**src/rtl/stopwatch_core.sv**
```systemverilog
// stopwatch_core: tick-driven stopwatch with BCD cs/sec/min counters, phase-preserving
// pause/resume, a show-ahead lap FIFO and a sticky minute-wrap overflow flag.
module stopwatch_core #(
   parameter int unsigned TICK_DIV  = 100,
   parameter int unsigned MAX_MIN   = 60,
   parameter int unsigned LAP_DEPTH = 4
) (
   input  logic        clk_10000Hz,
   input  logic        reset,
   input  logic        start_stop,
   input  logic        clear,
   input  logic        lap,
   input  logic        lap_rd,
   output logic        running,
   output logic [7:0]  cs_bcd,
   output logic [7:0]  sec_bcd,
   output logic [7:0]  min_bcd,
   output logic [23:0] lap_time,
   output logic        lap_valid,
   output logic        lap_full,
   output logic        overflow
);
   localparam int unsigned   PW         = (TICK_DIV > 1) ? $clog2(TICK_DIV) : 1;
   localparam int unsigned   AW         = $clog2(LAP_DEPTH);
   localparam logic [PW-1:0] PRESC_LAST = PW'(TICK_DIV - 1);
   localparam logic [7:0]    MIN_LAST   = {4'((MAX_MIN - 1) / 10), 4'((MAX_MIN - 1) % 10)};

   typedef enum logic {STOPPED = 1'b0, RUNNING = 1'b1} state_t;

   state_t        state, state_next;
   logic [PW-1:0] presc, presc_next;
   logic          tick;
   logic [7:0]    cs_next, sec_next, min_next;
   logic          ovf_next;

   logic [AW:0]   wr_ptr, rd_ptr, wr_next, rd_next;
   logic [23:0]   mem [LAP_DEPTH];
   logic [23:0]   now_time, head_next;
   logic          empty, full, do_push, do_pop;

   function automatic logic [7:0] bcd_inc(input logic [7:0] v);
      logic [7:0] r;
      if (v[3:0] == 4'd9) begin
         r[3:0] = 4'd0;
         r[7:4] = (v[7:4] == 4'd9) ? 4'd0 : v[7:4] + 4'd1;
      end else begin
         r[3:0] = v[3:0] + 4'd1;
         r[7:4] = v[7:4];
      end
      return r;
   endfunction

   always_comb begin
      state_next = state;
      if (clear)
         state_next = STOPPED;
      else if (start_stop)
         state_next = (state == RUNNING) ? STOPPED : RUNNING;
   end

   // A terminal count still ticks in the cycle start_stop stops the watch.
   assign tick = (state == RUNNING) && (presc == PRESC_LAST) && !clear;

   always_comb begin
      presc_next = presc;
      if (clear)
         presc_next = '0;
      else if (state == RUNNING)
         presc_next = (presc == PRESC_LAST) ? '0 : presc + 1'b1;
   end

   always_comb begin
      cs_next  = cs_bcd;
      sec_next = sec_bcd;
      min_next = min_bcd;
      ovf_next = overflow;
      if (clear) begin
         cs_next  = '0;
         sec_next = '0;
         min_next = '0;
         ovf_next = 1'b0;
      end else if (tick) begin
         cs_next = bcd_inc(cs_bcd);
         if (cs_bcd == 8'h99) begin
            if (sec_bcd == 8'h59) begin
               sec_next = '0;
               if (min_bcd == MIN_LAST) begin
                  min_next = '0;
                  ovf_next = 1'b1;
               end else begin
                  min_next = bcd_inc(min_bcd);
               end
            end else begin
               sec_next = bcd_inc(sec_bcd);
            end
         end
      end
   end

   assign now_time = {min_bcd, sec_bcd, cs_bcd};
   assign empty    = (wr_ptr == rd_ptr);
   assign full     = (wr_ptr[AW] != rd_ptr[AW]) && (wr_ptr[AW-1:0] == rd_ptr[AW-1:0]);
   assign do_pop   = lap_rd && !empty && !clear;
   assign do_push  = lap && !clear && (!full || do_pop);

   // The registered head must see a push that lands in the slot becoming the head.
   always_comb begin
      wr_next = wr_ptr;
      rd_next = rd_ptr;
      if (clear) begin
         wr_next = '0;
         rd_next = '0;
      end else begin
         if (do_push) wr_next = wr_ptr + 1'b1;
         if (do_pop)  rd_next = rd_ptr + 1'b1;
      end
      if (rd_next == wr_next)
         head_next = '0;
      else if (do_push && (rd_next == wr_ptr))
         head_next = now_time;
      else
         head_next = mem[rd_next[AW-1:0]];
   end

   always_ff @(posedge clk_10000Hz or posedge reset) begin
      if (reset) begin
         state     <= STOPPED;
         running   <= 1'b0;
         presc     <= '0;
         cs_bcd    <= '0;
         sec_bcd   <= '0;
         min_bcd   <= '0;
         overflow  <= 1'b0;
         wr_ptr    <= '0;
         rd_ptr    <= '0;
         lap_time  <= '0;
         lap_valid <= 1'b0;
         lap_full  <= 1'b0;
      end else begin
         state     <= state_next;
         running   <= (state_next == RUNNING);
         presc     <= presc_next;
         cs_bcd    <= cs_next;
         sec_bcd   <= sec_next;
         min_bcd   <= min_next;
         overflow  <= ovf_next;
         wr_ptr    <= wr_next;
         rd_ptr    <= rd_next;
         lap_time  <= head_next;
         lap_valid <= (rd_next != wr_next);
         lap_full  <= (wr_next[AW] != rd_next[AW]) && (wr_next[AW-1:0] == rd_next[AW-1:0]);
      end
   end

   always_ff @(posedge clk_10000Hz) begin
      if (do_push)
         mem[wr_ptr[AW-1:0]] <= now_time;
   end

endmodule

```
**config.mk**
```make
export PLATFORM = sky130hd
export DESIGN_NAME = stopwatch_core
export DESIGN_NICKNAME = d
export VERILOG_FILES = /design/src/rtl/stopwatch_core.sv
export SDC_FILE = /design/constraint.sdc
export NUM_CORES = 1
export LEC_CHECK = 0
export ABC_CLOCK_PERIOD_IN_PS = 6000
export CAP_MARGIN = 20
export CORE_UTILIZATION = 31
export DETAILED_ROUTE_END_ITERATION = 16
export MAX_ROUTING_LAYER = met4
export PLACE_DENSITY_LB_ADDON = 0.3
export SLEW_MARGIN = 0
export SYNTH_ARGS = -nofsm -noshare
export SYNTH_HDL_FRONTEND = slang
export SYNTH_SLANG_ARGS = --single-unit
```
**constraint.sdc**
```tcl
create_clock -name clk_10000Hz -period 6 [get_ports clk_10000Hz]
set_input_delay 1.2 -clock clk_10000Hz [delete_from_list [all_inputs] [get_ports clk_10000Hz]]
set_output_delay 1.2 -clock clk_10000Hz [all_outputs]
set_load 0.02 [all_outputs]
```
---- After elaboration in Yosys (flattened, before gate mapping) ----
Memory sizes are Yosys's and may differ from the RTL's.
Cells that the tools add are included.
W data, S select, Z words.
cells by class
  divide/modulo/power cells ............... 0
  add/subtract/negate cells ............... 9
  muxes and demuxes ....................... 36
  reduce and logical (&&, ||, !) cells .... 28
  $lt $le $gt $ge ......................... 0
  shift operators ......................... 0
  bitwise logic cells ..................... 0
  multipliers ............................. 0
  equality and inequality tests ........... 18
operators with widths
  operator               number
  $mux W8                14
  $mux W24               2
  $add A4 B1 Y4 const B  6
  $eq A4 B4 Y1 const B   6
  $mux W7                3
  $eq A8 B7 Y1 const B   2
  $reduce_bool A2 Y1     7
  $mux W3                4
  $mux W4                3
  $mux W1                10
  $eq A3 B3 Y1           3
  $logic_and A1 B1 Y1    9
  $eq A8 B8 Y1 const B   1
  $reduce_and A4 Y1      2
  $add A7 B1 Y7 const B  1
  $eq A7 B7 Y1 const B   1
  $add A3 B1 Y3 const B  2
  $reduce_and A3 Y1      2
  $reduce_bool A3 Y1     2
  $eq A2 B2 Y1           2
  $reduce_and A2 Y1      2
  $logic_not A1 Y1       3
  $ne A3 B3 Y1           1
  $ne A1 B1 Y1           2
  $logic_or A1 B1 Y1     1
word-level totals
  memories ................................ 1
  memory bits (read-only) ................. 0
  bits in writable memories ............... 96
  output and inout bits ................... 52
  word-level logic and storage cells ...... 106
  input port bits ......................... 6
  register bits after elaboration ......... 65
  bits in latches ......................... 0
memories
  memory  words  width  rd ports  clocked after Yosys merged registers in  wr ports  line  text
  mem     4      24     1         0                                        1         37    logic [23:0] mem [LAP_DEPTH];

---- Longest topological paths before layout ----
Gate-level depths: netlist of the first run.
  depth after elaboration ................. 10
  mapped depth ............................ 11

---- Worst setup path before layout of the first run ----
Ideal clock, no wire load.
  kind .................................... input -> register
  start ................................... in lap_rd
  end ..................................... reg lap_time[13]
  path slack .............................. 2.152 ns
  arrival time ............................ 3.717 ns
  stages .................................. 7
  required time ........................... 5.870 ns
  path buffers ............................ 1
  path through ............................ nor2b_1 -> o41ai_4 -> nor3b_2 -> mux2_2 -> xor2_2 -> buf_2 -> a22oi_1
on the way
  longest elaborated chain between the ends .. 8
  elaborated cells between the ends (all ways) .. 14
  classes of those cells .................. eq/ne (2); mux (6); reduce/logical (5); memory (1)
ends and longest elaborated chain
  item                                                    line  text
  start, declared                                         13    input logic lap_rd,
  $logic_and A1 B1 Y1 * (2 in series)                     103   assign do_pop = lap_rd && !empty && !clear;
  branches (longest 5 deep; another with $mem_v2 Z4 W24)  n/a
  $mux W24 *                                              117   if (rd_next == wr_next)
  named net head_next[13]                                 38    logic [23:0] now_time, head_next;
  end signal, assigned                                    149   lap_time <= head_next;
  end, declared                                           18    output logic [23:0] lap_time,
Mark *: on every way through the listed nets, which the timed path passes.
A chain may end at the register's enable or synchronous reset.

---- Worst setup path after layout of the first run ----
  start ................................... in clear
  end ..................................... reg lap_time[7]
on the way
  longest elaborated chain between the ends .. 8
  elaborated cells between the ends (all ways) .. 15
  classes of those cells .................. eq/ne (2); mux (6); reduce/logical (6); memory (1)
ends and longest elaborated chain
  item                                                    line  text
  start, declared                                         11    input logic clear,
  branches (longest 7 deep; another with $mem_v2 Z4 W24)  n/a
  $mux W24 *                                              117
  named net head_next[7]                                  38
Marked as above.

==> metrics.md, run 1 <==
| Metric | Value |
|---|---|
| Inst Count DP | just under 1000 |
| Antenna violations before repair | 0 |
| Static Leak | 3.57 nW |
| Vias per inst | just over 5 |
| # nets final | 712 |
| Total gr overflow | 0 |
| Slew headroom | 26.4% |
| Multi-input logic area | 0.00272 sq mm |
| Worst-Skew Late Latency | ~0.42 ns |
| Synth Flop Type | edfxtp_1 |
| Via count | 5190 |
| Final max-slew violation count | 0 |
| RSZ-0062 raised after global routing | no |
| Placed instance area | 0.00856 sq mm |
| Yosys cell types | 57 |
| CTS root buffer | clkbuf_16 |
| Startpoint types | primary input |
| CP Buf/Inv Count | 2 |
| Post-CTS Setup Bufs | 0 |
| Seq/Total Area, Yosys | between 50% and 60% |
| Proportion of layout cells with a drive suffix above 1 | 12.1% |
| Synth warnings | 0 |
| H-tree depth reported by CTS | 4 |
| Clk_skew | 0.00992 ns |
| Non-Filler Instances | 1025 |
| Clock sink count | 161 |
| Synth Register Bits | 161 |
| Crit-path max FO | 24 |
| Slowest-stage cell, CP | and3_1 |
| Syn avg cell area | 11.9 sq um |
| Post-layout min period | 4.00 ns |
| Worst-case clock buffer depth | 2 |
| Worst slew pin tran | around 1.1 ns |
| Worst Path Arrival | around 4.3 ns |
| Port Buffers | 57 |
| Final Hold Viols | 0 |
| Global-route wire length before repair | 30400 microns |
| Setup crit end kind | flip-flop |
| CTS tree | done |
| Resized cells post-CTS | 0 |
| Status | finished, final reports clean |
| Pin count of the biggest net entering global routing | 50 |
| Synthesized area | 0.00769 sq mm |
| Synth top area cells | edfxtp_1, dfrtp_1, o211ai_1, nand4_1, o211ai_2 |
| Setup TNS | 0 ns |
| Full die area | roughly 0.025 sq mm |
| Maxcap violations | 0 |
| Delay-heaviest family, CP | simple AND/OR/NAND/NOR gates |
| Synth area leader | edfxtp_1 |
| Filler cell count | 2317 |
| Maximum vdd ir drop | 0.000164 V |
| Final instance area | 0.00918 sq mm |
| WS Path Type | primary input to flip-flop |
| Number of global-route vias before repair | 5196 |
| DR WL/cell | 18.5 microns |
| Clk slew on worst S/H paths | about 0.06 ns |
| Core area | around 0.024 sq mm |
| Die height | 160 microns |
| Total track usage | 15.9% |
| Synthesis-to-finish area growth | 19.3% |
| CP max stage delay | 1.00 ns |
| IO Pins | 58 |
| WP data required | 6.34 ns |
| Setup violators final | 0 |
| Cell count after synthesis | 645 |
| Register area | 0.00451 sq mm |
| DRT Pass-1 Iters | 5 |
| Mapped Nets | ~670 |
| 1st-iter DRT viols | 396 |
| CP cell instances | clkdlybuf4s50_1 -> buf_4 -> nor2b_1 -> o41ai_4 -> a2111oi_1 -> and3_1 -> nand3_1 -> a22oi_1 |
| Antenna Nets Post-Route | 0 |
| Rows | 57 |
| Asr flop ratio synth | between 40% and 50% |
| CTS Buf Count | 17 |
| Post-synth EDFFs | 96 |
| Inserted Diodes | 0 |
| Hold-fix buffers, CTS | 0 |
| Fmax | 250 MHz |
| Post-DP HPWL | 11600 microns |
| Die Width | 160 microns |
| Min-Delay Path Class | flip-flop to flip-flop |
| Initial Util | a little under a third |
| GP Congestion | 0.747 |
| Routed WL | 19000 microns |
| DRC | 0 |
| Pwr/cell area | approximately 360 mW/mm^2 |
| Top cell type's share of synthesized area | between 30% and 40% |
| Final critical-path share of the clock period | 66.6% |
## synthesized netlist by cell type (6+ instances only)
| cell type | number |
|---|---|
| a21oi_1 | 6 |
| a22oi_1 | 25 |
| and2_1 | 7 |
| buf_2 | 16 |
| clkbuf_1 | 26 |
| dfrtp_1 | 65 |
| edfxtp_1 | 96 |
| ha_1 | 18 |
| inv_1 | 58 |
| mux2i_1 | 6 |
| nand2_1 | 17 |
| nand2b_1 | 6 |
| nand3_1 | 33 |
| nand4_1 | 52 |
| nor2_1 | 34 |
| o211ai_1 | 53 |
| o211ai_2 | 20 |
| o21ai_0 | 17 |
| o31ai_1 | 6 |
| xnor2_1 | 7 |
| xor2_1 | 11 |
## routing by layer
layer	vias up	global-route usage [%]	wire length [microns]
met5	-	-	0
met4	0	4.81	179
met3	13	2.55	942
met2	115	25.1	9120
met1	2559	21.0	8760
li1	2503	-	-
## layout make-up
class | count | area share (%)
Inverter | 61 | 2.52
Clock inverter | 13 | 1.99
Clock buffer | 19 | 4.72
Tap cell | 324 | 4.42
Timing Repair Buffer | 73 | 7.53
Multi-Input combinational cell | 374 | 29.7
Sequential cell | 161 | 49.1
## through the flow
| step | power [mW] | utilization [%] | setup WS [ns] | hold slack (ns) |
|---|---|---|---|---|
| detailed placement | 2.15 | 35.2 | 1.62 | 0.529 |
| floorplan | 1.88 | - | 2.15 | 0.502 |
| global placement | 2.15 | 35.2 | 1.66 | 0.519 |
| CTS | 3.29 | 37.7 | 2.06 | 0.542 |
| global route | 3.41 | 37.7 | 1.81 | 0.592 |
| finish | 3.27 | 37.7 | 2.00 | 0.530 |
## power by group
group / switching (mW) / internal, mW
clock: 0.445 / 0.697
sequential: 0.0767 / 1.27
combinational: 0.469 / 0.309
## worst min-delay path, cell delays in order, from the launching register on
cell and delay, ns:
dfrtp_1 0.36, a21oi_1 0.05, nor2_1 0.08
## worst paths after layout
path	start	endpoint	slack [ns]	depth (start not counted)
setup / recovery	clear	lap_time[7]	2.00	8
hold / removal	overflow	overflow	0.53	2
setup reg to reg	wr_ptr[0]	lap_time[7]	2.76	6
hold reg to reg	overflow	overflow	0.53	2
max in group asynchronous	reset	rd_ptr[0]	3.84	3
min in group asynchronous	reset	sec_bcd[5]	1.19	2
## registers in the layout (all words and copies together) (netlist names), 3 cells and up
signal / count
lap_time: 24
wr_ptr: 3
mem: 96
presc: 7
cs_bcd: 8
rd_ptr: 3
min_bcd: 8
sec_bcd: 8
## cell usage in the layout (no fill, tap or decap), types with 17 or more instances in the layout
cell type	instances
clkdlybuf4s50_1	57
nand2_1	17
edfxtp_1	96
nor2_1	34
o211ai_1	53
nand3_1	33
o211ai_2	20
dfrtp_1	65
clkbuf_16	17
a22oi_1	25
ha_1	18
inv_1	57
nand4_1	52
o21ai_0	17
## logic make-up (layout without fill, tap and decap cells)
group | Yosys count | after routing | synth area share, %
AND/OR/NAND/NOR | 180 | 180 | 12.9
flip-flops | 161 | 161 | 58.6
multiplexers | 7 | 7 | 0.927
buffers and inverters | 110 | 166 | 6.05
AO/OA/AOI/OAI | 146 | 146 | 15.3
XOR/XNOR | 23 | 23 | 3.25
adder cells (fa/ha/maj) | 18 | 18 | 2.93
Power figures use the tool's default switching activity.
==> inputs of run 2 (changes only) <==
- ABC_CLOCK_PERIOD_IN_PS: 6000 -> 3450
- clock period: 6 -> 3.45 ns (I/O delays scaled with it)
==> run 2 against run 1 <==
  * Combinational power up 95%
  * Sequential power grew 73%
  * Hold slack worse by 0.018 ns
  * Utilization grew 0.79 points
  * Cell count increased by 1.2%
  * Count of clock-buffer cells in the layout grew 5
  * Non-clock buffer count is 13 higher
  * Worst setup slack worse by 1.5 ns
  * Critical path type unchanged
  * Largest cell class unchanged
==> metrics.md, run 2 (synthesized netlist as in run 1, its figures left out) <==
| Metric | Value |
|---|---|
| Status | finished, final reports clean |
| CP cell instances | clkdlybuf4s50_1 -> nor2b_1 -> o41ai_4 -> mux2i_1 -> nand3_1 -> a31o_2 -> buf_12 -> a22oi_1 |
| RR Startpoint | wr_ptr[1] |
| Post-layout min period | 2.91 ns |
| CTS root buffer | clkbuf_16 |
| Die height | 160 microns (unchanged) |
| RR Endpoint | lap_time[11] |
| Resized cells post-CTS | 0 (unchanged) |
| Clk_skew | 0.0109 ns (+0.00103 ns) |
| Worst slew pin tran | 0.735 ns (-0.370 ns) |
| CTS Buf Count | 17 (unchanged) |
| DRT Pass-1 Iters | 5 (unchanged) |
| WS Path Type | primary input to flip-flop |
| Share of power burned in registers | 41.2% (about the same) |
| Via count | 5321 (+2.5%) |
| Initial Util | 31.6% (unchanged) |
| Final critical-path share of the clock period | a little over four fifths |
| Core area | 0.0243 sq mm (unchanged) |
| Inserted Diodes | 0 (unchanged) |
| DRC | 0 (unchanged) |
| Total gr overflow | 0 (unchanged) |
| Pin count of the biggest net entering global routing | 49 (-2.0%) |
| Post-DP HPWL | 12300 microns (+6.0%) |
| GP Congestion | 0.828 (+11%) |
| Final Hold Viols | 0 (unchanged) |
| Filler cell count | 2323 (+0.26%) |
| Vias per inst | 5.13 (+1.3%) |
| Clock sink count | 161 (unchanged) |
| Fin util | 38.5% (+0.79 points) |
| WP data required | 3.78 ns (-2.56 ns) |
| Pre-CTS WS | 0.146 ns (-1.48 ns) |
| Rows | 57 (unchanged) |
| Worst Path Arrival | 3.24 ns (-1.09 ns) |
| R2R depth | 7 (+1) |
| Full die area | 0.0254 sq mm (unchanged) |
| CTS tree | done |
| IO Pins | 58 (unchanged) |
| Synthesis-to-finish area growth | 21.8% |
| Slew headroom | 50.9% (+25 points) |
| Antenna violations before repair | 0 (unchanged) |
| CP max stage delay | 0.68 ns (-0.32 ns) |
| Setup TNS | 0 ns (unchanged) |
| Setup crit end kind | flip-flop |
| DR WL/cell | 19.4 microns (+4.5%) |
| Static Leak | 3.67 nW (+2.7%) |
| Commonest non-fill, non-tap cell in the layout | edfxtp_1 |
| Worst-case clock buffer depth | 2 (unchanged) |
| Setup WS post-layout | 0.542 ns (-1.46 ns) |
| # nets final | 725 (+1.8%) |
| Slowest-stage cell, CP | clkdlybuf4s50_1 |
| RSZ-0062 raised after global routing | no |
| Fmax | roughly 340 MHz |
| H-tree depth reported by CTS | 4 (unchanged) |
| Clk network pwr share | 32.0% (-3.0 points) |
| Maximum vdd ir drop | 0.000335 V (+100%) |
| Die Width | 160 microns (unchanged) |
| Global-route wire length before repair | 31600 microns (+3.6%) |
| 1st-iter DRT viols | 394 (-0.51%) |
| Most frequent cells in the layout | edfxtp_1, dfrtp_1, inv_1, clkdlybuf4s50_1, o211ai_1 |
| Sw Ratio | 30.5% (+0.21 points) |
| Antenna Nets Post-Route | 0 (unchanged) |
| Clk slew on worst S/H paths | 0.06 ns (about the same) |
| Port Buffers | 57 (unchanged) |
| Startpoint types | primary input |
| Pwr/cell area | 605 mW/mm^2 (+70%) |
| Crit path from | clear |
| Psw | 1.73 mW (+75%) |
| Reg2reg setup slack | 0.71 ns (-2.05 ns) |
| Worst-Skew Late Latency | 0.42 ns (about the same) |
| Logic pwr share | 26.8% (+3.0 points) |
| Internal | 3.94 mW (+73%) |
| Routed WL | 20100 microns (+5.7%) |
| Setup violators final | 0 (unchanged) |
| Min-Delay Path Class | flip-flop to flip-flop |
| Max FFs per register | 96 (unchanged) |
| Worst setup path endpoint | lap_time[11] |
| Final max-slew violation count | 0 (unchanged) |
| Total track usage | 16.7% (+0.74 points) |
| Hold-fix buffers, CTS | 0 (unchanged) |
| Post-CTS Setup Bufs | 0 (unchanged) |
| Maxcap violations | 0 (unchanged) |
| Number of global-route vias before repair | 5371 (+3.4%) |
| Crit-path max FO | 12 (-50%) |
| Proportion of layout cells with a drive suffix above 1 | 13.0% (+0.92 points) |
-- run 2: cell types whose count changed in the layout (fill, tap and decap cells not counted), moves of 2 or more --
cell       before  now
inv_6           2    0
buf_12          0   12
bufinv_16       4    2
clkbuf_1        2    5
clkbuf_8        0    2
-- run 2: power by group through the flow --
| stage | Sequential, mW | Combinational [mW] | Clock (mW) |
|---|---|---|---|
| after detailed placement | 2.38 | 1.52 | 0 |
| final | 2.33 | 1.52 | 1.81 |
| after global routing | 2.36 | 1.64 | 1.92 |
| after floorplan | 2.47 | 0.792 | 0 |
| after CTS | 2.34 | 1.53 | 1.84 |
| after global placement | 2.38 | 1.51 | 0 |
-- run 2: per-stage QoR --
| step | instances | instance area, sq um | hold WS [ns] | power [mW] |
|---|---|---|---|---|
| 6_report | 1037 | 9370 | 0.512 | 5.67 |
| 2_1_floorplan | 645 | 7690 | 0.502 | 3.26 |
| 4_1_cts | 1037 | 9370 | 0.522 | 5.71 |
| 3_5_place_dp | 1006 | 8810 | 0.505 | 3.90 |
| 5_1_grt | 1037 | 9370 | 0.555 | 5.92 |
| 3_3_place_gp | 1006 | 8810 | 0.508 | 3.90 |
-- run 2: area by class of cell --
class / count / area, sq um / share of cell area [%]
clock buffers: 24 / 472 / 5.04
clock inverters: 7 / 87.6 / 0.935
inverters: 61 / 231 / 2.47
multi-input cells: 374 / 2720 / 29.1
flip-flops and latches: 161 / 4510 / 48.1
well taps: 324 / 405 / 4.33
repair buffers: 86 / 938 / 10.0
-- run 2: critical path: cells and delay by family --
kind	cells	cell delay, ns
multiplexers	1	0.35
AND/OR/NAND/NOR	2	0.30
buffers and inverters	2	0.87
AO/OA/AOI/OAI	3	1.01
-- run 2: worst min-delay path by stage --
| stage | from | to | slack [ns] | depth (start not counted) |
|---|---|---|---|---|
| after CTS | overflow | overflow | 0.52 | 2 |
| after global routing | overflow | overflow | 0.55 | 2 |
| after detailed placement | overflow | overflow | 0.50 | 2 |
| final | overflow | overflow | 0.51 | 2 |
| after global placement | overflow | overflow | 0.51 | 2 |
| after floorplan | presc[6] | presc[6] | 0.50 | 2 |
-- run 2: routing by layer --
metal	routed length (microns)	share of wire, %	track usage, %	up-vias
met5	0	0	-	-
met4	209	1.0	4.02	0
met3	833	4.1	3.54	17
met2	9310	46	25.3	123
met1	9730	48	22.7	2656
li1	-	-	-	2525
==> inputs of run 3 (changes only) <==
- ABC_CLOCK_PERIOD_IN_PS: 3450 -> 2800
- clock period: 3.45 -> 2.8 ns (I/O delays scaled with it)
==> run 3 against run 2 <==
  * Via count is 1.3% higher
  * Largest cell class unchanged
  * Count of clock-buffer cells in the layout is 1 higher
  * Critical path type unchanged
  * Combinational power is 28% higher
==> metrics.md, run 3 (synthesized netlist as in run 1, its figures left out) <==
| Metric | Value |
|---|---|
| Status | finished, final reports clean |
| Pin count of the biggest net entering global routing | 66 (+35%) |
| DR WL/cell | 18.0 microns (-7.2%) |
| Total power | 7.16 mW (+26%) |
| Core area | 0.0243 sq mm (unchanged) |
| Setup WS post-layout | 0.155 ns (-0.387 ns) |
| # nets final | 746 (+2.9%) |
| Slowest-stage cell, CP | o41ai_4 |
| Port Buffers | 57 (unchanged) |
| Maxcap violations | 0 (unchanged) |
| RSZ-0062 raised after global routing | no |
| 1st-iter DRT viols | 331 (-16%) |
| Final critical-path share of the clock period | 94.5% |
| Setup violators final | 0 (unchanged) |
| Worst-Skew Late Latency | 0.42 ns (about the same) |
| Total gr overflow | 0 (unchanged) |
| Crit-path most repeated cell | buf_12 |
| H-tree depth reported by CTS | 4 (unchanged) |
| DRT Pass-1 Iters | 7 (+2) |
| Slew headroom | 54.3% (+3.4 points) |
| Post-layout min period | around 2.6 ns |
| Total track usage | 16.0% (-0.67 points) |
| Fmax | about 380 MHz |
| Full die area | 0.0254 sq mm (unchanged) |
| Number of global-route vias before repair | 5289 (-1.5%) |
| CTS tree | done |
| Final instance area | 0.00967 sq mm (+3.2%) |
| DRC | 0 (unchanged) |
| GP Congestion | 0.764 (-7.8%) |
| Most frequent cells in the layout | edfxtp_1, dfrtp_1, inv_1 |
| Non-Filler Instances | 1059 (+2.1%) |
| CP cell instances | clkdlybuf4s50_1 -> buf_12 -> nor2b_2 -> o41ai_4 -> buf_4 -> nor3b_4 -> mux2_2 -> xor2_4 -> buf_12 -> a22oi_1 |
| Crit-path max FO | 26 (+14) |
| Worst slew pin tran | 0.676 ns (-0.0586 ns) |
| Die height | 160 microns (unchanged) |
| Global-route wire length before repair | 30500 microns (-3.3%) |
| Die Width | 160 microns (unchanged) |
| Final Hold Viols | 0 (unchanged) |
| Vias per inst | 5.09 (-0.77%) |
| Fin util | 39.7% (+1.2 points) |
| Final Hold Slack | 0.525 ns (+0.0132 ns) |
| Rows | 57 (unchanged) |
| Reg2reg setup slack | 0.28 ns (-0.43 ns) |
| Proportion of layout cells with a drive suffix above 1 | 16.5% (+3.4 points) |
| Worst Path Arrival | 2.97 ns (-0.27 ns) |
| CTS Buf Count | 17 (unchanged) |
| Synthesis-to-finish area growth | 25.7% |
| Setup TNS | 0 ns (unchanged) |
| Clock sink count | 161 (unchanged) |
| Static Leak | 3.83 nW (+4.3%) |
| Clk slew on worst S/H paths | 0.06 ns (about the same) |
| Min-Delay Path Class | flip-flop to flip-flop |
| Max FFs per register | 96 (unchanged) |
| Clk_skew | 0.0132 ns (+0.00227 ns) |
| Startpoint types | primary input |
| Inserted Diodes | 0 (unchanged) |
| Final max-slew violation count | 0 (unchanged) |
| WP data required | 3.13 ns (-0.65 ns) |
| Via count | 5392 (+1.3%) |
| Antenna Nets Post-Route | 0 (unchanged) |
| Inst Count DP | 1026 (+2.0%) |
| Placed instance area | 0.00906 sq mm (+2.9%) |
| Maximum vdd ir drop | 0.000400 V (+20%) |
| Initial Util | 31.6% (unchanged) |
| Pwr/cell area | 741 mW/mm^2 (+22%) |
| WS Path Type | primary input to flip-flop |
| IO Pins | 58 (unchanged) |
| Post-DP HPWL | 12100 microns (-1.4%) |
| Commonest non-fill, non-tap cell in the layout | edfxtp_1 |
| Antenna violations before repair | 0 (unchanged) |
| Routed WL | 19000 microns (-5.3%) |
| Pre-CTS WS | -0.216 ns (-0.362 ns) |
| CP max stage delay | 0.54 ns (-0.14 ns) |
| CTS root buffer | clkbuf_16 |
| Setup crit end kind | flip-flop |
| Worst-case clock buffer depth | 2 (unchanged) |
## run 3: layout make-up
cell class,instances,area (sq um)
fillers,2266,14700
flip-flops and latches,161,4510
multi-input cells,374,2750
repair buffers,107,1170
clock buffers,25,495
well taps,324,405
inverters,61,231
clock inverters,7,97.6
## run 3: path summary, 6_finish.rpt
| kind | start | end | cells after the start |
|---|---|---|---|
| worst max-delay path | clear | lap_time[7] | 10 |
| worst min-delay path | overflow | overflow | 2 |
| worst max register to register | rd_ptr[0] | lap_time[7] | 9 |
| worst min register to register | overflow | overflow | 2 |
| max in group asynchronous | reset | wr_ptr[1] | 3 |
| min in group asynchronous | reset | min_bcd[6] | 3 |
## run 3: report_power, final
group,internal [mW],leakage [nW],switching (mW)
clock network,1.41,0.284,0.911
registers,2.72,1.80,0.160
logic,0.891,1.75,1.06
total,5.02,3.83,2.13
## run 3: layer usage
layer	part of all wire (%)	GRT usage, %	vias up
li1	-	-	2577
met1	45	20.5	2669
met2	49	25.6	127
met3	5.1	3.33	19
met4	0.83	4.59	0
met5	0	-	-
## run 3: worst max-delay path, delay by kind of cell
family | cells | cell delay, ns
XOR/XNOR | 1 | 0.17
AND/OR/NAND/NOR | 2 | 0.12
AO/OA/AOI/OAI | 2 | 0.76
multiplexers | 1 | 0.32
buffers and inverters | 4 | 1.03
## run 3: timing repair
action | in CTS | in global routing
gates resized for setup | 0 | 2
hold endpoints to repair | 0 | 0
hold buffers | 0 | 0
setup endpoints to repair | 0 | 1
setup buffers | 0 | 1
